--- config.mk ---
export PLATFORM = sky130hd
export DESIGN_NAME = ocs_4x4_cfg_ctrl
export DESIGN_NICKNAME = d
export VERILOG_FILES = /design/src/rtl/ocs_ctrl_pkg.sv /design/src/rtl/ocs_4x4_route_model.sv /design/src/rtl/ocs_4x4_cfg_ctrl.sv
export SDC_FILE = /design/constraint.sdc
export NUM_CORES = 1
export LEC_CHECK = 0
export BUFFER_PORTS_ARGS = -buffer_cell sky130_fd_sc_hd__buf_4
export CORE_MARGIN = 2
export CORE_UTILIZATION = 40
export CTS_CLUSTER_SIZE = 10
export DETAILED_ROUTE_END_ITERATION = 8
export GPL_ROUTABILITY_DRIVEN = 1
export GPL_TIMING_DRIVEN = 0
export HOLD_SLACK_MARGIN = 0.05
export PLACE_DENSITY = 0.72
export SYNTH_ARGS = -nofsm -noshare
export SYNTH_HDL_FRONTEND = slang
export SYNTH_SLANG_ARGS = --single-unit
--- constraint.sdc ---
create_clock -name i_clk -period 3.14 [get_ports i_clk]
set_input_delay 0.785 -clock i_clk [delete_from_list [all_inputs] [get_ports i_clk]]
set_output_delay 0.785 -clock i_clk [all_outputs]
set_load 0.01 [all_outputs]
--- src/rtl/ocs_ctrl_pkg.sv ---
// Shared types and constants for the 4x4 optical circuit switch controller.
package ocs_ctrl_pkg;

    typedef enum logic [2:0] {
        ST_IDLE,
        ST_CHECK,
        ST_SEARCH,
        ST_GUARD,
        ST_DONE
    } ocs_state_e;

    localparam logic       BAR          = 1'b0;
    localparam logic       CROSS        = 1'b1;
    localparam logic [7:0] IDENTITY_MAP = 8'hE4;
    localparam logic [5:0] LAST_CODE    = 6'h3F;

    // A map is legal when the four 2-bit destination fields are pairwise distinct.
    function automatic logic perm_legal(input logic [7:0] d);
        logic ok;
        ok = 1'b1;
        for (int i = 0; i < 4; i++)
            for (int j = i + 1; j < 4; j++)
                if (d[2*i +: 2] == d[2*j +: 2]) ok = 1'b0;
        return ok;
    endfunction

endpackage

--- src/rtl/ocs_4x4_route_model.sv ---
// Combinational model of the six-element fabric: grant code in, realized
// destination map out (bits [2i+1:2i] = output port reached by input i).
module ocs_4x4_route_model
    import ocs_ctrl_pkg::*;
#(
    parameter logic P_BAR   = BAR,
    parameter logic P_CROSS = CROSS
) (
    input  logic [5:0] code,
    output logic [7:0] dest
);

    // Wires carry the label of the input port riding on them; result is {out1,out0}.
    function automatic logic [3:0] elem(input logic g, input logic [1:0] in1,
                                        input logic [1:0] in0);
        if (g == P_BAR)        return {in1, in0};
        else if (g == P_CROSS) return {in0, in1};
        else                   return {in1, in0};
    endfunction

    logic [1:0] e0_0, e0_1, e1_0, e1_1, e2_0, e2_1;
    logic [1:0] e3_0, e3_1, e4_0, e4_1, e5_0, e5_1;

    // Propagate port labels through the fabric, then invert output->input into input->output.
    always_comb begin
        {e3_1, e3_0} = elem(code[3], 2'd3, 2'd2);
        {e1_1, e1_0} = elem(code[1], e3_0, 2'd1);
        {e0_1, e0_0} = elem(code[0], e1_0, 2'd0);
        {e4_1, e4_0} = elem(code[4], e3_1, e1_1);
        {e2_1, e2_0} = elem(code[2], e4_0, e0_1);
        {e5_1, e5_0} = elem(code[5], e4_1, e2_1);
        dest = '0;
        dest[{e0_0, 1'b0} +: 2] = 2'd0;
        dest[{e2_0, 1'b0} +: 2] = 2'd1;
        dest[{e5_0, 1'b0} +: 2] = 2'd2;
        dest[{e5_1, 1'b0} +: 2] = 2'd3;
    end

endmodule

--- src/rtl/ocs_4x4_cfg_ctrl.sv ---
// Configuration controller: validates a requested permutation, searches for
// the lowest grant code realizing it, applies it and blanks the path for the
// optical settle time.
module ocs_4x4_cfg_ctrl
    import ocs_ctrl_pkg::*;
#(
    parameter logic P_BAR          = BAR,
    parameter logic P_CROSS        = CROSS,
    parameter int   P_GUARD_CYCLES = 16,
    parameter int   P_GUARD_W      = 8
) (
    input  logic       i_clk,
    input  logic       i_rst,
    input  logic       i_req_valid,
    output logic       o_req_ready,
    input  logic [7:0] i_req_dest,
    output logic [5:0] o_grant,
    output logic       o_path_en,
    output logic       o_cfg_done,
    output logic       o_cfg_err,
    output logic [7:0] o_active_dest,
    output logic       o_busy
);

    localparam logic [P_GUARD_W-1:0] GUARD_LOAD = P_GUARD_W'(P_GUARD_CYCLES - 1);

    ocs_state_e           state, state_nxt;
    logic [7:0]           dest_q;
    logic [5:0]           code_q;
    logic [P_GUARD_W-1:0] guard_cnt;
    logic                 err_q;
    logic                 active_valid;
    logic [7:0]           route_dest;
    logic                 match;
    logic                 legal;
    logic                 same_map;

    ocs_4x4_route_model #(.P_BAR(P_BAR), .P_CROSS(P_CROSS)) u_route (
        .code (code_q),
        .dest (route_dest)
    );

    assign match    = (route_dest == dest_q);
    assign legal    = perm_legal(dest_q);
    assign same_map = active_valid && (dest_q == o_active_dest);

    assign o_req_ready = (state == ST_IDLE);
    assign o_busy      = (state != ST_IDLE);
    assign o_cfg_done  = (state == ST_DONE);
    assign o_cfg_err   = (state == ST_DONE) && err_q;

    // State register.
    always_ff @(posedge i_clk) begin
        if (i_rst) state <= ST_IDLE;
        else       state <= state_nxt;
    end

    // Next-state selection.
    always_comb begin
        state_nxt = state;
        case (state)
            ST_IDLE:   if (i_req_valid) state_nxt = ST_CHECK;
            ST_CHECK:  state_nxt = (!legal || same_map) ? ST_DONE : ST_SEARCH;
            ST_SEARCH: if (match) state_nxt = ST_GUARD;
                       else if (code_q == LAST_CODE) state_nxt = ST_DONE;
            ST_GUARD:  if (guard_cnt == '0) state_nxt = ST_DONE;
            ST_DONE:   state_nxt = ST_IDLE;
            default:   state_nxt = ST_IDLE;
        endcase
    end

    // Datapath: request latch, code search, fabric outputs and guard timer.
    // The grant register is written only on a verified match, so it never
    // carries a code that was tried and rejected.
    always_ff @(posedge i_clk) begin
        if (i_rst) begin
            dest_q        <= '0;
            code_q        <= '0;
            guard_cnt     <= '0;
            err_q         <= 1'b0;
            active_valid  <= 1'b0;
            o_grant       <= 6'h00;
            o_path_en     <= 1'b0;
            o_active_dest <= IDENTITY_MAP;
        end else begin
            case (state)
                ST_IDLE: if (i_req_valid) begin
                    dest_q <= i_req_dest;
                    err_q  <= 1'b0;
                end
                ST_CHECK: begin
                    code_q <= '0;
                    err_q  <= !legal;
                end
                ST_SEARCH: begin
                    if (match) begin
                        o_grant       <= code_q;
                        o_path_en     <= 1'b0;
                        o_active_dest <= dest_q;
                        active_valid  <= 1'b1;
                        guard_cnt     <= GUARD_LOAD;
                    end else if (code_q == LAST_CODE) begin
                        err_q <= 1'b1;
                    end else begin
                        code_q <= code_q + 6'd1;
                    end
                end
                ST_GUARD: begin
                    if (guard_cnt == '0) o_path_en <= 1'b1;
                    else                 guard_cnt <= guard_cnt - 1'b1;
                end
                default: ;
            endcase
        end
    end

endmodule

==> metrics.yaml <==
grt_max_degree: 14
syn-cell-area_um2: 2910
synth_top_area_share_pct: 28.9
end_kind: "flop"
fmax_ghz: 0.330
dp.cells: 495
tns_ps: 0
gr-total-overflow: 0
ctsHoldBuffers: 0
synthAdderAreaFrac_pct: 1.72
core_um2: 7140
hp-class: "flop to flop"
wl_per_cell_um: 15.8
crit_type: "flop to flop"
finalHoldViolations: 0
status: "complete, no violations"
power_density_nw_per_um2: 315
period_share_pct: 96.6
antenna_found_initial: 0
worstSetupStartpoint: "code_q[0]"
finalSetupViolCount: 0
synth_warnings: 0
setup_ws_ps: 108
critPathSlowestCell: "or4_1"
num_rows: 31
instances_no_fill: 506
path_cells: "inv_4 -> ha_4 -> and3b_1 -> or3_4 -> a41oi_1 -> xnor2_1 -> a31oi_4 -> buf_4 -> a41oi_4 -> or4_1 -> a21oi_1"
rsz0062_at_grt: "yes"
groute.usage.overall_pct: 20.4
yosysSeqAreaShare_pct: 28.9
antenna_cells: 0
die_w_um: 89.3
synth_top_family_by_area: "simple AND/OR/NAND/NOR gates"
synthMuxAreaShare_pct: 1.07
dpl.hpwl_mm: 5.78
critPathMaxFanout: 9
max-cap-violations: 0
synthArstFlopShare_pct: 0
leakage_nw: 1.38
cts-root-buf: "clkbuf_8"
final_net_count: 421
die_height_um: 89.3
dp_slack_ps: -508
synthTopCellsByCount: "nand2_1 (59), dfxtp_1 (42), a21oi_1 (33)"
io_pins: 30
grt_pass1_vias: 2666
cts_tree: "yes"
h-tree-depth: 2
min-delay-start: "o_grant[3]"
dr.pass1.iters: 5
io_buffer_count: 29
drive_above_1_share_pct: 21.4
worstPathArrival_ps: 3270
cts_made_buffers: 5
ys_types: 75
timing.rr.start: "code_q[0]"
power.total_mw: 1.08
synth-simple-area-share_pct: 29.2
cp-start-kind: "flop"
drt-vias-per-instance: 5.80
ant_nets: 0
place_congestion: 0.872
synthXorXnorAreaFrac_pct: 6.31
synthCells: 367
grt_first_pass_wirelength_mm: 12.9
final_util_pct: 48.1
max-vdd-ir-drop_mv: 0.313
maxSlewHeadroom_pct: 57.3
dieArea_um2: 7980
synth_largest_area_cell: "dfxtp_1"
syn_area_per_cell_um2: 7.94
slew_viol_final: 0
worst_pin_slew_ps: 641
clk_pin_slew_worst_paths_ps: 90
synth_ff_type: "dfxtp_1"
vias: 2936
period_minus_slack_ps: 3030
area_growth_pct: 17.7
ys_ff_latch: 42
synth_edf_count: 0
dr.first_iter.drc_count: 184
synth_nets: 382
drc_errors: 0
slowest_delay_ps: 510
synth_area_leaders: "dfxtp_1 (29%), nand2_1 (7.6%), xor2_1 (5.7%)"
cts_sinks: 42
insertion_delay_ps: 300
drt_wl_total_mm: 8.01
synth_compound_area_share_pct: 27.0
cts_buffer_depth: 2
start_util_pct: 40.8
required_ps: 3380
clock_skew_ps: 8.26
yosysMostFrequentCell: "nand2_1"
[cell families after synthesis]
kind of cell    count (synthesis)
compound gates                106
xor+xnor                       21
buf+inv                        37
fa+ha+maj                       4
simple gates                  154
mux                             3
flops                          42
[stage by stage]
step | hold slack, ps | instance area [um^2]
after detailed placement | 446 | 3250
final | 462 | 3430
after global placement | 444 | 3250
after floorplan | 440 | 2910
after global routing | 479 | 3430
after CTS | 463 | 3390
[what timing repair did]
item	CTS	global route
setup endpoints to repair	34	27
resized for setup	12	9
setup buffers	1	2
pin swaps	4	5
[worst paths after layout]
check	endpoint	slack (ps)	depth (start not counted)
hold reg to reg	o_grant[3]	460	2
setup / recovery	guard_cnt[5]	110	11
setup reg to reg	guard_cnt[5]	110	11
hold / removal	o_grant[3]	460	2
[layout by cell type (no fill, tap or decap), types with 4 or more instances in the layout]
cell type / synthesis / layout
a31oi_1: 4 / 4
buf_4: 0 / 32
or3_1: 7 / 6
clkbuf_1: 17 / 16
nor2_1: 17 / 17
buf_2: 5 / 5
nor3_1: 10 / 10
o21ai_0: 9 / 9
clkbuf_8: 0 / 5
o31ai_1: 8 / 8
dfxtp_1: 42 / 40
and3_1: 4 / 4
a21oi_1: 33 / 33
xor2_1: 19 / 19
nand4_2: 4 / 4
o211ai_1: 8 / 8
inv_1: 8 / 8
nor2b_1: 6 / 6
clkbuf_2: 2 / 4
o21a_1: 4 / 4
nand2_1: 59 / 59
nand3_1: 12 / 12
[per-layer routing]
layer	routed length [um]	track usage [%]	part of all wire, %
met1	3690	28.2	46
met2	3640	32.1	45
met3	516	3.42	6.4
met4	163	7.33	2.0
met5	0	0	0
[sequential cells by signal (all words and copies together), names as in the netlist]
signal and count:
active_valid 1, code_q 6, dest_q 8, err_q 1, guard_cnt 8, o_active_dest 8
o_grant 6, o_path_en 1, state 3
[area by class of cell]
class	instances	area (um^2)
Fill cell	719	3710
Multi-Input combinational cell	288	1960
Sequential cell	42	843
Timing Repair Buffer	32	240
Buffer	28	143
Tap cell	99	124
Clock buffer	6	72.6
Inverter	9	36.3
Clock inverter	2	13.8
[power breakdown]
group,internal [mW],switching [mW],leakage (nW)
clock network,0.157,0.195,0.0452
logic,0.0675,0.109,0.991
registers,0.543,0.00763,0.341
total,0.768,0.312,1.38
[worst max-delay path: cells and delay by family, from the launching register on]
family | cells | cell delay (ps)
XOR/XNOR | 1 | 140
buffers and inverters | 2 | 300
AO/OA/AOI/OAI | 4 | 790
AND/OR/NAND/NOR | 3 | 1160
adder cells (fa/ha/maj) | 1 | 190
flip-flops | 1 | 390
Power figures use the tool's default switching activity.
